<file path="config.mk">
export PLATFORM = sky130hd
export DESIGN_NAME = uart_alu_ctrl
export DESIGN_NICKNAME = d
export VERILOG_FILES = /design/src/rtl/uart_alu_ctrl.sv
export SDC_FILE = /design/constraint.sdc
export NUM_CORES = 1
export LEC_CHECK = 0
export CORE_UTILIZATION = 47
export CTS_BUF_LIST = sky130_fd_sc_hd__clkbuf_8
export DETAILED_ROUTE_END_ITERATION = 8
export GPL_ROUTABILITY_DRIVEN = 1
export MAX_ROUTING_LAYER = met4
export PLACE_DENSITY = 0.86
export SLEW_MARGIN = 30
export SYNTH_ARGS = -nofsm -noshare
export SYNTH_HDL_FRONTEND = slang
export SYNTH_SLANG_ARGS = --single-unit
</file>
<file path="constraint.sdc">
create_clock -name i_clock -period 1.9 [get_ports i_clock]
set_input_delay 0.285 -clock i_clock [delete_from_list [all_inputs] [get_ports i_clock]]
set_output_delay 0.285 -clock i_clock [all_outputs]
set_load 0.05 [all_outputs]
</file>
<file path="src/rtl/uart_alu_ctrl.sv">
// Frame sequencer between a UART receiver/transmitter pair and a combinational ALU:
// collects A, B and opcode bytes, latches the ALU result and hands it to the transmitter.
module uart_alu_ctrl #(
  parameter int DATA_WIDTH     = 8,
  parameter int OP_WIDTH       = 6,
  parameter int TIMEOUT_CYCLES = 100000
) (
  input  logic                  i_clock,
  input  logic                  i_reset,
  input  logic                  i_rx_done,
  input  logic [DATA_WIDTH-1:0] i_rx_data,
  input  logic                  i_tx_done,
  input  logic [DATA_WIDTH-1:0] i_alu_result,
  output logic [DATA_WIDTH-1:0] o_alu_a,
  output logic [DATA_WIDTH-1:0] o_alu_b,
  output logic [OP_WIDTH-1:0]   o_alu_op,
  output logic                  o_tx_start,
  output logic [DATA_WIDTH-1:0] o_tx_data,
  output logic                  o_busy,
  output logic                  o_timeout,
  output logic                  o_overrun
);

  localparam int CNT_WIDTH = $clog2(TIMEOUT_CYCLES);
  localparam logic [CNT_WIDTH-1:0] CNT_LAST = CNT_WIDTH'(TIMEOUT_CYCLES - 1);

  typedef enum logic [2:0] {
    WAIT_A,
    WAIT_B,
    WAIT_OP,
    EXEC,
    TX_START,
    TX_WAIT
  } state_t;

  state_t                 state;
  logic [CNT_WIDTH-1:0]   cnt;
  logic                   rx_prev;
  logic                   tx_prev;
  logic                   rx_evt;
  logic                   tx_evt;

  // Rising-edge detection so a done level held high is consumed only once
  assign rx_evt = i_rx_done & ~rx_prev;
  assign tx_evt = i_tx_done & ~tx_prev;

  always_ff @(posedge i_clock) begin
    if (i_reset) begin
      state      <= WAIT_A;
      cnt        <= '0;
      rx_prev    <= 1'b0;
      tx_prev    <= 1'b0;
      o_alu_a    <= '0;
      o_alu_b    <= '0;
      o_alu_op   <= '0;
      o_tx_start <= 1'b0;
      o_tx_data  <= '0;
      o_busy     <= 1'b0;
      o_timeout  <= 1'b0;
      o_overrun  <= 1'b0;
    end else begin
      rx_prev    <= i_rx_done;
      tx_prev    <= i_tx_done;
      o_tx_start <= 1'b0;
      o_timeout  <= 1'b0;
      o_overrun  <= 1'b0;

      case (state)
        WAIT_A: begin
          if (rx_evt) begin
            o_alu_a <= i_rx_data;
            cnt     <= '0;
            o_busy  <= 1'b1;
            state   <= WAIT_B;
          end
        end

        // A byte arriving on the last allowed cycle still beats the timeout
        WAIT_B: begin
          if (rx_evt) begin
            o_alu_b <= i_rx_data;
            cnt     <= '0;
            state   <= WAIT_OP;
          end else if (cnt == CNT_LAST) begin
            o_timeout <= 1'b1;
            cnt       <= '0;
            o_busy    <= 1'b0;
            state     <= WAIT_A;
          end else begin
            cnt <= cnt + CNT_WIDTH'(1);
          end
        end

        WAIT_OP: begin
          if (rx_evt) begin
            o_alu_op <= i_rx_data[OP_WIDTH-1:0];
            cnt      <= '0;
            state    <= EXEC;
          end else if (cnt == CNT_LAST) begin
            o_timeout <= 1'b1;
            cnt       <= '0;
            o_busy    <= 1'b0;
            state     <= WAIT_A;
          end else begin
            cnt <= cnt + CNT_WIDTH'(1);
          end
        end

        // Operands have been stable for a full cycle, so the ALU output has settled
        EXEC: begin
          o_tx_data <= i_alu_result;
          o_overrun <= rx_evt;
          state     <= TX_START;
        end

        TX_START: begin
          o_tx_start <= 1'b1;
          o_overrun  <= rx_evt;
          state      <= TX_WAIT;
        end

        TX_WAIT: begin
          o_overrun <= rx_evt;
          if (tx_evt) begin
            o_busy <= 1'b0;
            state  <= WAIT_A;
          end
        end

        default: begin
          o_busy <= 1'b0;
          state  <= WAIT_A;
        end
      endcase
    end
  end

endmodule
</file>
==> results.md, run 1 <==
- Hold depth: 2
- Initial antenna violation count: 0
- DP Wirelength: 4.020 mm
- Slowest stage delay, CP: 830 ps
- Register area share after synthesis: 45.85%
- Core area: 4848 µm²
- Vias: 2252
- Pwr/cell area: 701.8 nW/µm²
- H-tree Lvls: 2
- Arr. time, crit path: 1490 ps
- Status: complete, no violations
- Yosys warns: 0
- Prevailing post-synth register cell: dfxtp_1
- Worst slew pin tran: 583.5 ps
- Routed WL: 5.676 mm
- Setup Skew: 6.291 ps
- Cell family with most CP delay: buffers and inverters
- Ports: 54
- Maximum VDD drop: 0.0005665 V
- Slowest cell on the critical path: clkdlybuf4s50_1
- Hold Path End: o_tx_data[7]
- Synth-to-layout area growth: 33.37%
- Latest clock arrival within the worst-skew pair: 310 ps
- CTS Buffer Depth: 2
- CP bufs+invs: 1
- Slew Viols, Final: 0
- CTS Hold Buffers Added: 0
- Tot GR Track Use: 22.88%
- Pre-CTS setup slack: -96.15 ps
- DRT antenna net count: 0
- IO Port Bufs: 53
- Root Driver: clkbuf_8
- Mapped Nets: 304
- Vias in the first global route: 2136
- Initial core utilization: 50.43%
- Worst hold path class: reg -> reg
- Worst reg2reg path depth: 6
- Setup CP Type: reg -> out
- Final Setup Violations: 0
- GRT Residual Overflow: 0
- CP max FO: 2
- Die area: 5495 µm²
- Antenna diodes: 0
- Final period util: 93.62%
- Required @ worst endpoint: 1620 ps
- FP Rows: 25
- Synth cell types: 41
- Reg clk slew, reported paths: 100 ps
- Drt wl/cell: 13.58 µm
- Leakage power: 1.270 nW
- Initial drt markers: 125
- DRC: 0
- Die height: 74.13 µm
- Worst hold slack: 461.6 ps
- Clock Sinks: 56
- Routability cong.: 0.8873
- Reg-to-reg setup timing slack: 130 ps
- Final worst slack: 121.2 ps
- TritonRoute pass-1 iters: 4
- Fmax: 0.5622 GHz
- Critical Path Sink Type: primary output
- Commonest cells after routing, fill and taps aside: dfxtp_1 (56), clkdlybuf4s50_1 (53), nor2_1 (44)
- Post-synth ARST share: 0%
- Final #Nets: 371
- Die W: 74.13 µm
- Tmin final: 1779 ps
- Slew headroom: 60.96%
- Hold Fails Final Rpt: 0
- Vias/cell: 5.388
- Hold Crit Start: o_tx_data[7]
- Pin count of the biggest net entering global routing: 46
- First-pass GRT wire length: 9.377 mm
- Number of synthesized flops with an enable pin: 0
- CTS Buf Count: 5
- CTS tree: built
- R2R Path Start: cnt[1]
- #FFs+latches synth: 56
- Syn_area_per_cell: 8.639 µm²
- RR Endpoint: cnt[10]
- Most common cell after layout, fill and taps aside: dfxtp_1
- CP Launch Type: register
- Post-Syn Instances: 283
- Total power: 2.288 mW
- Cell area after synthesis: 2445 µm²
- Critical path cell sequence: clkdlybuf4s50_1
- Maximum capacitance violations: 0
- Proportion of layout cells with a drive suffix above 1: 11.68%
per-stage QoR:
stage | setup TNS, ps | instances | instance area (µm²) | utilization (%)
finish | 0 | 418 | 3261 | 67.25
detailed placement | -500.3 | 410 | 3163 | 65.24
global placement | -282.9 | 410 | 3163 | 65.24
floorplan | 0 | 283 | 2445 | -
CTS | 0 | 418 | 3254 | 67.12
global route | -6.674 | 418 | 3261 | 67.25
routing by layer:
| layer | vias to the layer above | share of wire, % | track usage [%] |
|---|---|---|---|
| met5 | - | 0 | - |
| met4 | 0 | 1.7 | 6.838 |
| met3 | 12 | 6.5 | 7.046 |
| met2 | 68 | 50 | 37.68 |
| met1 | 1046 | 42 | 26.73 |
| li1 | 1126 | - | - |
where the power goes:
| group | internal, mW | switching [mW] | leakage, nW | total [mW] |
|---|---|---|---|---|
| registers | 1.21 | 0.0196 | 0.454 | 1.23 |
| logic | 0.172 | 0.231 | 0.767 | 0.403 |
| clock network | 0.265 | 0.395 | 0.0485 | 0.660 |
logic make-up (layout without fill, tap and decap cells):
logic type / count (synthesis) / after routing / synth area share (%)
compound gates: 49 / 49 / 11.77
simple gates: 127 / 127 / 25.79
flops: 56 / 56 / 45.85
mux: 23 / 23 / 9.417
buf+inv: 22 / 90 / 4.554
fa+ha+maj: 1 / 1 / 0.5117
xor+xnor: 5 / 5 / 2.099
synthesized netlist by cell type (2+ instances only):
| cell type | count | area share (%) |
|---|---|---|
| a211oi_1 | 3 | 0.92 |
| a21boi_0 | 2 | 0.61 |
| a21oi_1 | 20 | 4.1 |
| a22o_1 | 2 | 0.72 |
| a31oi_1 | 4 | 1.0 |
| buf_2 | 2 | 0.41 |
| buf_6 | 3 | 1.4 |
| clkbuf_1 | 11 | 1.7 |
| dfxtp_1 | 56 | 46 |
| inv_1 | 4 | 0.61 |
| mux2i_1 | 23 | 9.4 |
| nand2_1 | 28 | 4.3 |
| nand2b_1 | 4 | 1.0 |
| nand3_1 | 13 | 2.7 |
| nand4_1 | 7 | 1.8 |
| nor2_1 | 44 | 6.8 |
| nor2b_1 | 2 | 0.51 |
| nor3_1 | 14 | 2.9 |
| nor4_1 | 3 | 0.77 |
| nor4bb_1 | 2 | 0.82 |
| o21a_1 | 2 | 0.61 |
| o21ai_0 | 6 | 1.2 |
| o21ai_1 | 4 | 0.82 |
| o22ai_1 | 3 | 0.77 |
| or2_2 | 2 | 0.51 |
| or3_1 | 2 | 0.51 |
| xnor2_1 | 3 | 1.1 |
state kept, by name, summed over array words and instances, names as in the netlist:
register,count
o_timeout,1
rx_prev,1
o_alu_op,6
o_alu_b,8
o_busy,1
state,3
o_alu_a,8
o_overrun,1
o_tx_start,1
cnt,17
tx_prev,1
o_tx_data,8
worst register-to-register path, delay by kind of cell (launching register included):
| kind | cells | cell delay, ps |
|---|---|---|
| AOI/OAI and AO/OA | 1 | 200 |
| adders and majority gates | 1 | 180 |
| buffers and inverters | 1 | 150 |
| DFF | 1 | 390 |
| and+or+nand+nor | 3 | 770 |
cell type report:
class	count	area [µm²]
Tap cell	67	83.83
Sequential cell	56	1121
Timing Repair Buffer	78	730.7
Inverter	4	15.01
Fill cell	371	1588
Clock buffer	5	68.82
Clock inverter	3	22.52
Multi-Input combinational cell	205	1219
worst max-delay path by stage:
stage           startpoint     endpoint  slack (ps)  depth (start not counted)
6_report       o_alu_op[5]  o_alu_op[5]         120                          1
5_1_grt            cnt[15]      cnt[10]          -4                          5
4_1_cts             cnt[1]      cnt[10]          50                          6
3_5_place_dp     i_rx_done       cnt[2]        -100                          5
3_3_place_gp     i_rx_done       cnt[2]         -70                          5
2_1_floorplan       cnt[0]      cnt[10]         110                          7
timing repair:
item | CTS | global route
setup buffers | 0 | 0
endpoints found under the setup margin | 0 | 5
resized for setup | 0 | 2
No activity file was read; power rests on OpenSTA's default activity.
==> run 2, diff against run 1 <==
- CORE_MARGIN: unset -> 4
- PLACE_DENSITY: 0.86 -> unset
- PLACE_DENSITY_LB_ADDON: unset -> 0.3
==> run 2 against run 1 <==
Clock skew shrank 0.98 ps. Clock power increased by 3%. Sequential share of layout area grew 0.14 points. Setup slack better by 12 ps. Die area increased by 17%.
==> results.md, run 2 (synthesis gave the netlist of run 1 again) <==
- Status: complete, no violations
- Hold Fails Final Rpt: 0 (unchanged)
- DRC: 0 (unchanged)
- Slew Viols, Final: 0 (unchanged)
- Drt wl/cell: 12.94 µm (-4.7%)
- Vias: 2193 (-2.6%)
- Hold Path End: o_tx_data[6]
- RR Endpoint: cnt[15]
- Vias in the first global route: 2090 (-2.2%)
- GRT Residual Overflow: 0 (unchanged)
- Most common cell after layout, fill and taps aside: dfxtp_1
- Arr. time, crit path: 2010 ps (+520 ps)
- Largest register FFs: 17 (unchanged)
- Reg-to-reg setup timing slack: 130 ps (about the same)
- Initial drt markers: 204 (+63%)
- Routability cong.: 0.8180 (-7.8%)
- Slowest cell on the critical path: or4_4
- Pin count of the biggest net entering global routing: 46 (unchanged)
- First-pass GRT wire length: 9.156 mm (-2.4%)
- FP Rows: 25 (unchanged)
- Final period util: 93.00% (-0.62 points)
- CTS tree: built
- Reg clk slew, reported paths: 100 ps (about the same)
- CP Launch Type: register
- Non-filler cells, final: 416 (-0.48%)
- Root Driver: clkbuf_8
- Setup Skew: 5.308 ps (-0.9837 ps)
- Post-CTS Resized: 0 (unchanged)
- DP Wirelength: 3.896 mm (-3.1%)
- Initial antenna violation count: 0 (unchanged)
- Tmin final: 1767 ps (-11.86 ps)
- Placed insts: 408 (-0.49%)
- Final #Nets: 369 (-0.54%)
- Hold depth: 2 (unchanged)
- Critical Path Sink Type: register
- CTS Buffer Depth: 2 (unchanged)
- Die W: 80.13 µm (+8.1%)
- Unrepaired setup endpoints after global routing: no
- CTS Buf Count: 5 (unchanged)
- Initial core utilization: 50.10% (-0.32 points)
- Fmax: 0.5660 GHz (+0.67%)
- Clock Sinks: 56 (unchanged)
- Routed WL: 5.383 mm (-5.2%)
- Leakage power: 1.255 nW (-1.1%)
- Tot GR Track Use: 18.28% (-4.6 points)
- Worst reg2reg path depth: 5 (-1)
- Pwr/cell area: 706.5 nW/µm² (+0.66%)
- Maximum capacitance violations: 0 (unchanged)
- Pre-CTS setup slack: -123.7 ps (-27.53 ps)
- Proportion of layout cells with a drive suffix above 1: 11.75% (+0.067 points)
- Latest clock arrival within the worst-skew pair: 310 ps (about the same)
- CP max FO: 12 (+10)
- Hold Crit Start: o_tx_data[6]
- IO Port Bufs: 53 (unchanged)
- Vias/cell: 5.272 (-2.2%)
- R2R Path Start: state[0]
- Worst slew pin tran: 681.6 ps (+98.05 ps)
- Die height: 80.13 µm (+8.1%)
- Required @ worst endpoint: 2140 ps (+520 ps)
- Slowest stage delay, CP: 530 ps (-300 ps)
- Setup CP Type: reg -> reg
- Antenna diodes: 0 (unchanged)
- H-tree Lvls: 2 (unchanged)
- Core area: 4880 µm² (+0.65%)
- CTS Hold Buffers Added: 0 (unchanged)
- Critical path cell sequence: xnor2_2 -> or4_4 -> nor2_8 -> nand4_1 -> o22ai_1
- Commonest cells after routing, fill and taps aside: dfxtp_1 (54), clkdlybuf4s50_1 (53), nor2_1 (44)
- Synth-to-layout area growth: 33.11%
- Maximum VDD drop: 0.0006382 V (+13%)
- Ports: 54 (unchanged)
- Largest Register: cnt
- Die area: 6420 µm² (+17%)
- Final worst slack: 133.1 ps (+11.86 ps)
- TritonRoute pass-1 iters: 4 (unchanged)
- Slew headroom: 54.17% (-6.8 points)
- Final Setup Violations: 0 (unchanged)
- Post-CTS Repair Setup Buffers: 0 (unchanged)
- DRT antenna net count: 0 (unchanged)
- Worst hold path class: reg -> reg
[run 2: cell count changes in the layout (fill, tap and decap cells not counted)]
cell	previous run	this run
buf_4	24	22
clkbuf_8	5	6
clkinv_2	1	0
clkinv_4	1	0
clkinvlp_4	0	2
dfxtp_1	56	54
dfxtp_2	0	2
inv_6	1	0
[run 2: power by group]
| part | total (mW) | switching [mW] | internal [mW] |
|---|---|---|---|
| Combinational | 0.392 | 0.222 | 0.171 |
| Sequential | 1.23 | 0.0234 | 1.21 |
| Clock | 0.677 | 0.382 | 0.296 |
[run 2: area by class of cell]
class	count	area, µm²
clock buffer	6	82.58
tap	67	83.83
timing repair buffer	76	715.7
inverter	4	15.01
fill	436	1625
clock inverter	2	15.01
sequential	56	1124
multi-input combinational	205	1219
[run 2: worst max-delay path by stage]
stage	start	slack, ps	endpoint	cells past startpoint
floorplan	cnt[0]	110	cnt[10]	7
global placement	i_rx_done	-100	cnt[2]	5
detailed placement	i_rx_done	-120	cnt[15]	6
CTS	cnt[1]	60	cnt[10]	6
global route	state[0]	4	cnt[15]	5
finish	state[0]	130	cnt[15]	5
[run 2: metal layers]
layer	wire, µm	global-route usage [%]
met1	2435	21.92
met3	420	5.381
met2	2475	30.22
met4	51	4.561
met5	0	-
[run 2: worst max-delay path: cells and delay by family (launching register included)]
kind / cells / cell delay [ps]
AOI/OAI and AO/OA: 1 / 140
xor gates and xnor gates: 1 / 160
DFF: 1 / 520
and+or+nand+nor: 3 / 870
[run 2: stage by stage]
stage          hold WS (ps)  setup TNS, ps  power, mW  util [%]  instance area (µm²)
2_1_floorplan         413.2              0      1.499         -                 2445
3_3_place_gp          440.5         -636.4      1.645     64.51                 3148
3_5_place_dp          445.5          -1031      1.651     64.51                 3148
4_1_cts               459.3              0      2.319     66.51                 3246
5_1_grt               477.5              0      2.413     66.69                 3254
6_report              456.4              0      2.299     66.69                 3254
==> RTL edit (settings of run 1) <==
Put one more register stage on the output `o_alu_b`, cleared by the reset. The value now appears one clock later. The other outputs are not delayed to match.
--- a/src/rtl/uart_alu_ctrl.sv
+++ b/src/rtl/uart_alu_ctrl.sv
@@ -35,2 +35,4 @@
 
+  logic [DATA_WIDTH-1:0] o_alu_b_s0;
+
   state_t                 state;
@@ -53,3 +55,3 @@
       o_alu_a    <= '0;
-      o_alu_b    <= '0;
+      o_alu_b_s0 <= '0;
       o_alu_op   <= '0;
@@ -80,3 +82,3 @@
           if (rx_evt) begin
-            o_alu_b <= i_rx_data;
+            o_alu_b_s0 <= i_rx_data;
             cnt     <= '0;
@@ -137,2 +139,10 @@
 
+  always_ff @(posedge i_clock) begin
+    if (i_reset) begin
+      o_alu_b <= '0;
+    end else begin
+      o_alu_b <= o_alu_b_s0;
+    end
+  end
+
 endmodule
Function: changed (a bounded check fails within 4 cycles, from zero or initial values and one cycle with i_reset high).
==> RTL edit against run 1 <==
Critical path depth unchanged; design area grew 7.6%; sequential share of layout area is 2.1 points higher; via count down 1.1%; total power grew 27%; synthesized area rose by 7.8%; worst setup slack got worse by 57 ps; core utilization shrank 0.24 points; sequential cell count up 8; routed wire length grew 3.8%; critical endpoint is now o_busy; largest cell class is now sequential cells; highest routed layer unchanged.
==> RTL edit: results (changes against run 1) <==
Fill cells=391 (+5.4%); post-synthesis mux area share=0.0873 (-0.00684); status=finished, final reports clean; synth top area cells=dfxtp_1 49%, mux2i_1 8.7%, nor2_1 4.8%; DR vias=2227 (-1.1%); P_leak=1.36 nW (+6.8%); CTS HTree Levels=3 (+1); Seq/total area=0.365 (+0.0212); largest net degree at the start of global routing=25 (-46%); worst-path maximum fanout=4 (+2); worst-skew pair later-pin latency=350 ps (+40 ps); GPL Wtd Cong=0.843 (-5.0%); Buffers, non-clock=70 (-10%); clock buffers=9 (+4); wire per inst=14.3 um (+5.3%); multi-input logic area=1260 um2 (+3.5%); well tap count=70 (+4.5%); post-route insts no fill=412 (-1.4%); Multi-input comb cells=190 (-7.3%); Synth Net Count=291 (-4.3%); Post-synth top cells=64 x dfxtp_1, 34 x nor2_1, 24 x nand2_1; Synth Area in XOR/XNOR=0.0166 (-0.00437); gr usage total=0.224 (-0.00513); clock network power share=0.382 (+0.094); clk slew on worst S/H paths=70 ps (-30 ps); Setup WS pre-CTS=-34.0 ps (+62.1 ps); Yosys cell types=52 (+27%); Critical Path AT=1550 ps (+60 ps); Final #Nets=359 (-3.2%); Placed Cells=396 (-3.4%); global-route wire length before repair=10000 um (+6.6%); DR iter-0 viols=205 (+64%); register area share after synthesis=0.486 (+0.0275); Clock Skew=4.90 ps (-1.39 ps); Non-Clock Inverter Count=3 (-1); combinational power=384 uW (-5%); non-clk buf share=0.195 (-0.0294); share of power burned in registers=0.486 (-0.049); VDD IR max=0.475 mV (-16%)
RTL edit: routing by layer:
metal	up-vias	share of wire	track usage
met5	-	0	-
met4	0	0.018	0.129
met3	12	0.060	0.0476
met2	75	0.50	0.368
met1	1055	0.42	0.250
li1	1085	-	-
RTL edit: timing repair:
item,in CTS,in global routing
setup buffers,0,1
setup endpoints to repair,0,17
gates resized for setup,0,1
RTL edit: path summary, 6_finish.rpt:
path                              from                        end  slack [ps]  cells past startpoint
min          o_tx_data[3]$_SDFFE_PP0N_  o_tx_data[3]$_SDFFE_PP0N_         450                      2
max                o_busy$_SDFFE_PP0P_                     o_busy          60                      1
min reg2reg  o_tx_data[3]$_SDFFE_PP0N_  o_tx_data[3]$_SDFFE_PP0N_         450                      2
max reg2reg        cnt[0]$_SDFFE_PP0P_       cnt[16]$_SDFFE_PP0P_         190                      5
